`src/rtl/proc_trace_buffer_if.sv`:
```
// proc_trace_buffer_if: val/rdy record stream carrying one commit-trace entry (PC, instruction, data).
interface proc_trace_buffer_if;
    logic        val;
    logic        rdy;
    logic [31:0] addr;
    logic [31:0] inst;
    logic [31:0] data;
    modport master (output val, addr, inst, data, input rdy);
    modport slave  (input val, addr, inst, data, output rdy);
endinterface

```
`src/rtl/proc_trace_buffer.sv`:
```
// proc_trace_buffer: non-stalling FIFO for the commit trace; full-buffer entries are dropped and counted.
module proc_trace_buffer #(
    parameter int DEPTH = 8,
    parameter int CW    = 16
) (
    input  logic                     clk,
    input  logic                     rst,
    input  logic                     clr,
    proc_trace_buffer_if.slave       trc,
    proc_trace_buffer_if.master      deq,
    output logic [$clog2(DEPTH):0]   count,
    output logic                     overflow,
    output logic [CW-1:0]            drop_cnt
);
    localparam int AW = $clog2(DEPTH);
    localparam int NW = AW + 1;

    logic [95:0]   mem [DEPTH];
    logic [AW-1:0] wp_q, wp_d, rp_q, rp_d;
    logic [NW-1:0] count_q, count_d;
    logic          ovf_q, ovf_d;
    logic [CW-1:0] drop_q, drop_d;
    logic          deq_fire, full, enq_ok, drop;

    always_comb begin
        deq_fire = (count_q != '0) && deq.rdy;
        full     = count_q == NW'(DEPTH);
        enq_ok   = trc.val && (!full || deq_fire);
        drop     = trc.val && !enq_ok;
        wp_d     = clr ? '0 : wp_q + AW'(enq_ok);
        rp_d     = clr ? '0 : rp_q + AW'(deq_fire);
        count_d  = clr ? '0 : count_q + NW'(enq_ok) - NW'(deq_fire);
        ovf_d    = clr ? 1'b0 : ovf_q | drop;
        drop_d   = clr ? '0 : (drop && drop_q != '1) ? drop_q + 1'b1 : drop_q;
    end

    always_ff @(posedge clk or posedge rst) begin
        if (rst) begin
            wp_q    <= '0;
            rp_q    <= '0;
            count_q <= '0;
            ovf_q   <= 1'b0;
            drop_q  <= '0;
        end else begin
            wp_q    <= wp_d;
            rp_q    <= rp_d;
            count_q <= count_d;
            ovf_q   <= ovf_d;
            drop_q  <= drop_d;
        end
    end

    // Storage is deliberately left out of reset; only the pointers define validity.
    always_ff @(posedge clk) begin
        if (enq_ok && !clr) mem[wp_q] <= {trc.addr, trc.inst, trc.data};
    end

    assign trc.rdy  = 1'b1;
    assign deq.val  = count_q != '0;
    assign deq.addr = mem[rp_q][95:64];
    assign deq.inst = mem[rp_q][63:32];
    assign deq.data = mem[rp_q][31:0];
    assign count    = count_q;
    assign overflow = ovf_q;
    assign drop_cnt = drop_q;
endmodule

```
`src/flat_wrapper.sv`:
```
// flat-port wrapper written by rule: the top's interface ports become plain ports
module proc_trace_buffer_flat 
#(
    parameter int DEPTH = 8,
    parameter int CW    = 16
)
  (clk, rst, clr, count, overflow, drop_cnt, trc_val, trc_addr, trc_inst, trc_data, trc_rdy, deq_val, deq_addr, deq_inst, deq_data, deq_rdy);
  proc_trace_buffer_if trc_i ();
  proc_trace_buffer_if deq_i ();
  input  logic clk;
  input  logic rst;
  input  logic clr;
  output logic [$clog2(DEPTH):0] count;
  output logic overflow;
  output logic [CW-1:0] drop_cnt;
  input wire logic [$bits(trc_i.val)-1:0] trc_val;
  input wire logic [$bits(trc_i.addr)-1:0] trc_addr;
  input wire logic [$bits(trc_i.inst)-1:0] trc_inst;
  input wire logic [$bits(trc_i.data)-1:0] trc_data;
  output wire logic [$bits(trc_i.rdy)-1:0] trc_rdy;
  output wire logic [$bits(deq_i.val)-1:0] deq_val;
  output wire logic [$bits(deq_i.addr)-1:0] deq_addr;
  output wire logic [$bits(deq_i.inst)-1:0] deq_inst;
  output wire logic [$bits(deq_i.data)-1:0] deq_data;
  input wire logic [$bits(deq_i.rdy)-1:0] deq_rdy;
  assign trc_i.val = trc_val;
  assign trc_i.addr = trc_addr;
  assign trc_i.inst = trc_inst;
  assign trc_i.data = trc_data;
  assign trc_rdy = trc_i.rdy;
  assign deq_val = deq_i.val;
  assign deq_addr = deq_i.addr;
  assign deq_inst = deq_i.inst;
  assign deq_data = deq_i.data;
  assign deq_i.rdy = deq_rdy;
  proc_trace_buffer #(.DEPTH(DEPTH), .CW(CW)) u_core (.clk(clk), .rst(rst), .clr(clr), .trc(trc_i), .deq(deq_i), .count(count), .overflow(overflow), .drop_cnt(drop_cnt));
endmodule
```
`config.mk`:
```
export PLATFORM = sky130hd
export DESIGN_NAME = proc_trace_buffer_flat
export DESIGN_NICKNAME = d
export VERILOG_FILES = /design/src/rtl/proc_trace_buffer_if.sv /design/src/rtl/proc_trace_buffer.sv /design/src/flat_wrapper.sv
export SDC_FILE = /design/constraint.sdc
export NUM_CORES = 1
export LEC_CHECK = 0
export CAP_MARGIN = 10
export CORE_MARGIN = 8
export CORE_UTILIZATION = 58
export DETAILED_ROUTE_END_ITERATION = 8
export GPL_ROUTABILITY_DRIVEN = 0
export PLACE_DENSITY_LB_ADDON = 0.08
export SETUP_SLACK_MARGIN = 0.15
export SYNTH_ARGS = -nofsm -noshare
export SYNTH_HDL_FRONTEND = slang
export SYNTH_SLANG_ARGS = --single-unit
```
`constraint.sdc`:
```
create_clock -name clk -period 12.1 [get_ports clk]
set_input_delay 1.815 -clock clk [delete_from_list [all_inputs] [get_ports clk]]
set_output_delay 1.815 -clock clk [all_outputs]
set_load 0.02 [all_outputs]
```
; Yosys cells after proc, flatten, opt, wreduce, memory -nomap -nowiden
; Memories as Yosys holds them, arrays and structs flattened.
; Cells that the tools add are included.
[op_classes]
n_eq_ne = 2
reduce_logical = 11
n_addsub = 5
bitwise = 1
muxes = 8
[op_table]
columns = operator, count
row1 = 2-to-1 mux 16 bit, 2
row2 = adder 16 x 1 -> 16 bit (second input constant), 1
row3 = != test 16 bit (second input constant), 1
row4 = adder 3 x 1 -> 3 bit, 2
row5 = 2-to-1 mux 3 bit, 2
row6 = logical AND 1 bit, 5
row7 = adder 4 x 1 -> 4 bit, 1
row8 = equality test 4 bit (second input constant), 1
row9 = 2-to-1 mux 4 bit, 1
row10 = nonzero test 4 bit, 1
row11 = subtractor 4 x 1 -> 4 bit, 1
row12 = zero test 1 bit, 3
row13 = 2-to-1 mux 1 bit, 3
row14 = nonzero test 2 bit, 1
row15 = logical OR 1 bit, 1
row16 = OR 1 bit, 1
[totals]
ff_bits = 27
word_cells = 33
ramBits = 768
n_memories = 1
out_inout_bits = 119
inputBits = 101
[mem_list]
columns = memory, words, word_bits, rd, rd_clocked_by_memory_dff, write_ports, line
row1 = u_core.mem, 8, 96, 1, 0, 1, proc_trace_buffer.sv:18  ; logic [95:0] mem [DEPTH];

; Longest topological paths before layout
[logic_depth]
word_depth = 9
depth_mapped = 11

; Least setup slack after synthesis
; OpenSTA, ideal clock, no wires.
[synth_timing]
path_kind = input port to flip-flop
from = input deq_rdy
to = memory u_core.mem[0][0], enable pin
setup_slack_ns = 2.295
arrival_ns = 9.137
path_stages = 4
path_buffers = 0
cell_sequence = nand2b_1 > a31oi_1 > or3b_1 > nor3_1
[synth_via]
elab_chain_len = 6
[synth_lines]
columns = element, line
row1 = start: declaration, flat_wrapper.sv:25  ; input wire logic [$bits(deq_i.rdy)-1:0] deq_rdy;
row2 = logical AND 1 bit, proc_trace_buffer.sv:26  ; deq_fire = (count_q != '0) && deq.rdy;
row3 = logical OR 1 bit, proc_trace_buffer.sv:28  ; enq_ok = trc.val && (!full || deq_fire);
row4 = logical AND 1 bit, proc_trace_buffer.sv:28
row5 = logical AND 1 bit, proc_trace_buffer.sv:55  ; if (enq_ok && !clr) mem[wp_q] <= {trc.addr, trc.inst, trc.data};
row6 = 2-to-1 mux 1 bit, proc_trace_buffer.sv:55
row7 = 2-to-1 mux 1 bit (implied by the code), proc_trace_buffer.sv:55
row8 = end: declaration, proc_trace_buffer.sv:18
; Every way passes these cells.

; Final worst setup path
[layout_timing]
from = register u_core.rp_q[0]
to = output deq_data[8]
[layout_via]
elab_chain_len = 1
[layout_lines]
columns = element, line
row1 = start: declaration, proc_trace_buffer.sv:19  ; logic [AW-1:0] wp_q, wp_d, rp_q, rp_d;
row2 = start signal: assignment, proc_trace_buffer.sv:46  ; rp_q <= rp_d;
row3 = memory (8 x 96 bit), -
row4 = end: declaration, flat_wrapper.sv:24  ; output wire logic [$bits(deq_i.data)-1:0] deq_data;
; Every way passes these cells.

==> impl_metrics.tcl <==
set metrics [dict create \
    initial_core_util 0.583 \
    path_delay_family "buffers and inverters" \
    p_leak_nw 11.2 \
    hold_buffers 0 \
    drt_iter0_drc 914 \
    clkPwrFrac 0.334 \
    power.net_switching_w 0.00176 \
    crit_path_end_kind "primary output" \
    stdcell_area_sq_mm 0.0359 \
    status "completed" \
    area_growth_pct 18.0 \
    slew_headroom 0.270 \
    layout.nets 1655 \
    switching_share 0.250 \
    cp-start-kind "flip-flop" \
    utilization 0.687 \
    crit_fanout 50 \
    drcViolationCount 0 \
    total_power_w 0.00704 \
    setup.worst_path.class "reg2out" \
    netlist_area_sq_mm 0.0304 \
    die_w_microns 245 \
    port-buffer-count 218 \
    postCtsSetupBuffers 0 \
    finalClockSkew_ps 23.0 \
    wl_per_cell_microns 26.3 \
    vias 13800 \
    antenna_left 0 \
    setup_viol 0 \
    die_h_microns 245 \
    p_int_w 0.00529 \
    post_synth_num_cell_types 40 \
    cts_sinks 795 \
    yosys_register_bits 795 \
    drt_wl_total_microns 60400 \
    fmax_mhz 155 \
    viasPerCell 5.99 \
    drive_gt1_frac 0.275 \
    grtUsageTotal 0.203 \
    seq_power_share 0.452 \
    power.density_mw_per_mm2 196 \
    grt_overflow 0 \
    synthArstFlopShare 0.0340 \
    cts_htree_levels 3 \
    slowest_stage "dfrtp_4" \
    peakVddDrop_mv 0.129 \
    insertion_delay_ps 600 \
    timing.final.crit_period_ps 6460 \
    cts_resized 0 \
    grt_pass1_vias 15000 \
    critPathMostFrequentCell "buf_4" \
    synth_warnings 0 \
    grt_max_degree 165 \
    seq_area_frac_synth 0.780 \
    worstPathRequired_ps 10280 \
    synth_area_leaders "edfxtp_1, mux4_2, mux2_2, dfrtp_1, buf_6" \
    clk_pin_slew_ps 60 \
    post-route-period-util 0.534 \
    synth_top_cell_area_share 0.758 \
    crit_arrival_ps 4640 \
    clock_path_buffers 3 \
    path_cells "buf_4 > buf_4 > mux4_2 > mux2_2 > clkdlybuf4s50_1" \
    hpwl_microns 32300 \
    syn_nets 1392 \
    maxCapViolations 0 \
    numCtsBuffers 79 \
    place_area_sq_mm 0.0333 \
    row_count 84 \
    cp_num_buf_inv 3 \
    cts-root-buf "clkbuf_16" \
    rsz0062_at_grt "no" \
    synthCells 1279 \
    synth_edf_count 768 \
    hold_path_class "reg2reg" \
    yosys.area.top_type "edfxtp_1" \
    critPathMaxStageDelay_ps 940 \
    timing.final.hold_violations 0 \
    worst_pin_slew_ps 1090 \
    fin_tns_setup_ps 0 \
    grt_pass1_wl_microns 91800 \
    combPwrFrac 0.214 \
    coreArea_sq_mm 0.0522 \
    cts_tree "built" \
    dr.pass1.iters 7 \
    syn_area_per_cell_sq_um 23.8 \
    dieArea_sq_mm 0.0600 \
    pin_count 220 \
    drv_slew 0 \
    antenna_found_initial 7 \
    ys.flop_type "edfxtp_1" \
]
-- sequential cells by signal, summed over array words and instances (netlist names) --
name             flops
u_core.count         4
u_core.mem         768
u_core.overflow      1
u_core.rp_q          3
u_core.drop_cnt     16
u_core.wp_q          3
-- final timing paths --
path                                  from             endpoint  slack, ps  depth (start not counted)
setup / recovery            u_core.rp_q[0]          deq_data[8]       5640                          5
min in group asynchronous              rst  u_core.drop_cnt[11]       1460                          2
hold reg to reg            u_core.overflow      u_core.overflow        510                          2
setup reg to reg           u_core.count[2]    u_core.mem[7][55]       8260                          7
hold / removal             u_core.overflow      u_core.overflow        510                          2
max in group asynchronous              rst       u_core.rp_q[0]      10210                          3
-- cells by family after synthesis --
family	count (synthesis)	share of synthesized area
simple gates	77	0.0149
xor+xnor	4	0.00115
fa+ha+maj	12	0.00518
buf+inv	70	0.0139
flops	795	0.780
mux	291	0.179
compound gates	29	0.00588
other cells	1	0.000123
-- worst min-delay path, cell delays in order (launching register included) --
cell     delay [ps]
dfrtp_1         340
nor2_1           50
nor2_1           70
-- through the flow --
step,setup WS (ps),hold WS [ps],std cells
final,5640,505,2298
after detailed placement,6070,496,2148
after global routing,5230,543,2295
after floorplan,2290,573,1279
after CTS,5410,509,2293
after global placement,6100,487,2148
-- Yosys cell counts (all sizes together), types with 2 or more instances --
cell and count:
ha 11, nor2 17, nand2b 3, o31ai 9
and4 5, o41ai 2, mux4 192, nand2 8
nand3 7, clkbuf 17, o21ai 2, nor3 3
inv 10, nor4 2, a21oi 14, mux2 99
and2 2, nand4 5, xnor2 4, dfrtp 27
nor2b 9, or4 11, edfxtp 768, buf 43
-- routing by layer --
metal  vias to the layer above  routed length, microns  global-route usage
met5                         -                      30                   0
met4                         4                     910              0.0536
met3                        71                    3420              0.0427
met2                       351                   30600               0.334
met1                      7368                   25400               0.278
li1                       5974                       -                   -
-- power by group through the flow --
stage | Clock (W) | Combinational (W) | Sequential, W
after floorplan | 0 | 0.00107 | 0.00321
after global placement | 0 | 0.00153 | 0.00324
after detailed placement | 0 | 0.00154 | 0.00325
after CTS | 0.00240 | 0.00155 | 0.00319
after global routing | 0.00250 | 0.00162 | 0.00320
final | 0.00235 | 0.00151 | 0.00318
-- placed cells by master, fill, tap and decap left out, types with 2 or more instances in the layout --
cell and instances:
a21oi_1 14, and2_1 2, and4_1 4, buf_4 22, bufinv_16 4, clkbuf_1 15, clkbuf_16 84, clkbuf_8 2
clkdlybuf4s50_1 218, clkinv_1 17, clkinv_2 14, clkinvlp_4 5, dfrtp_1 24, dfrtp_4 3, diode_2 4, edfxtp_1 768
ha_1 11, inv_1 10, inv_6 2, mux2_1 2, mux2_2 97, mux4_2 192, nand2_1 7, nand2b_1 3
nand3_1 7, nand4_1 4, nor2_1 11, nor2_4 6, nor2b_1 9, nor3_2 2, nor4_1 2, o21ai_0 2
o31ai_1 9, o41ai_1 2, or4_1 11, xnor2_1 4
-- area by class of cell --
| cell class | instances | area [sq um] |
|---|---|---|
| inverter | 10 | 37.5 |
| clock inverter | 44 | 334 |
| fill | 3245 | 16300 |
| antenna | 4 | 10.0 |
| timing repair buffer | 242 | 2390 |
| multi-input combinational | 414 | 6320 |
| clock buffer | 101 | 2190 |
| tap | 688 | 861 |
| sequential | 795 | 23700 |
Note: power is estimated with default switching activity, not from simulation.
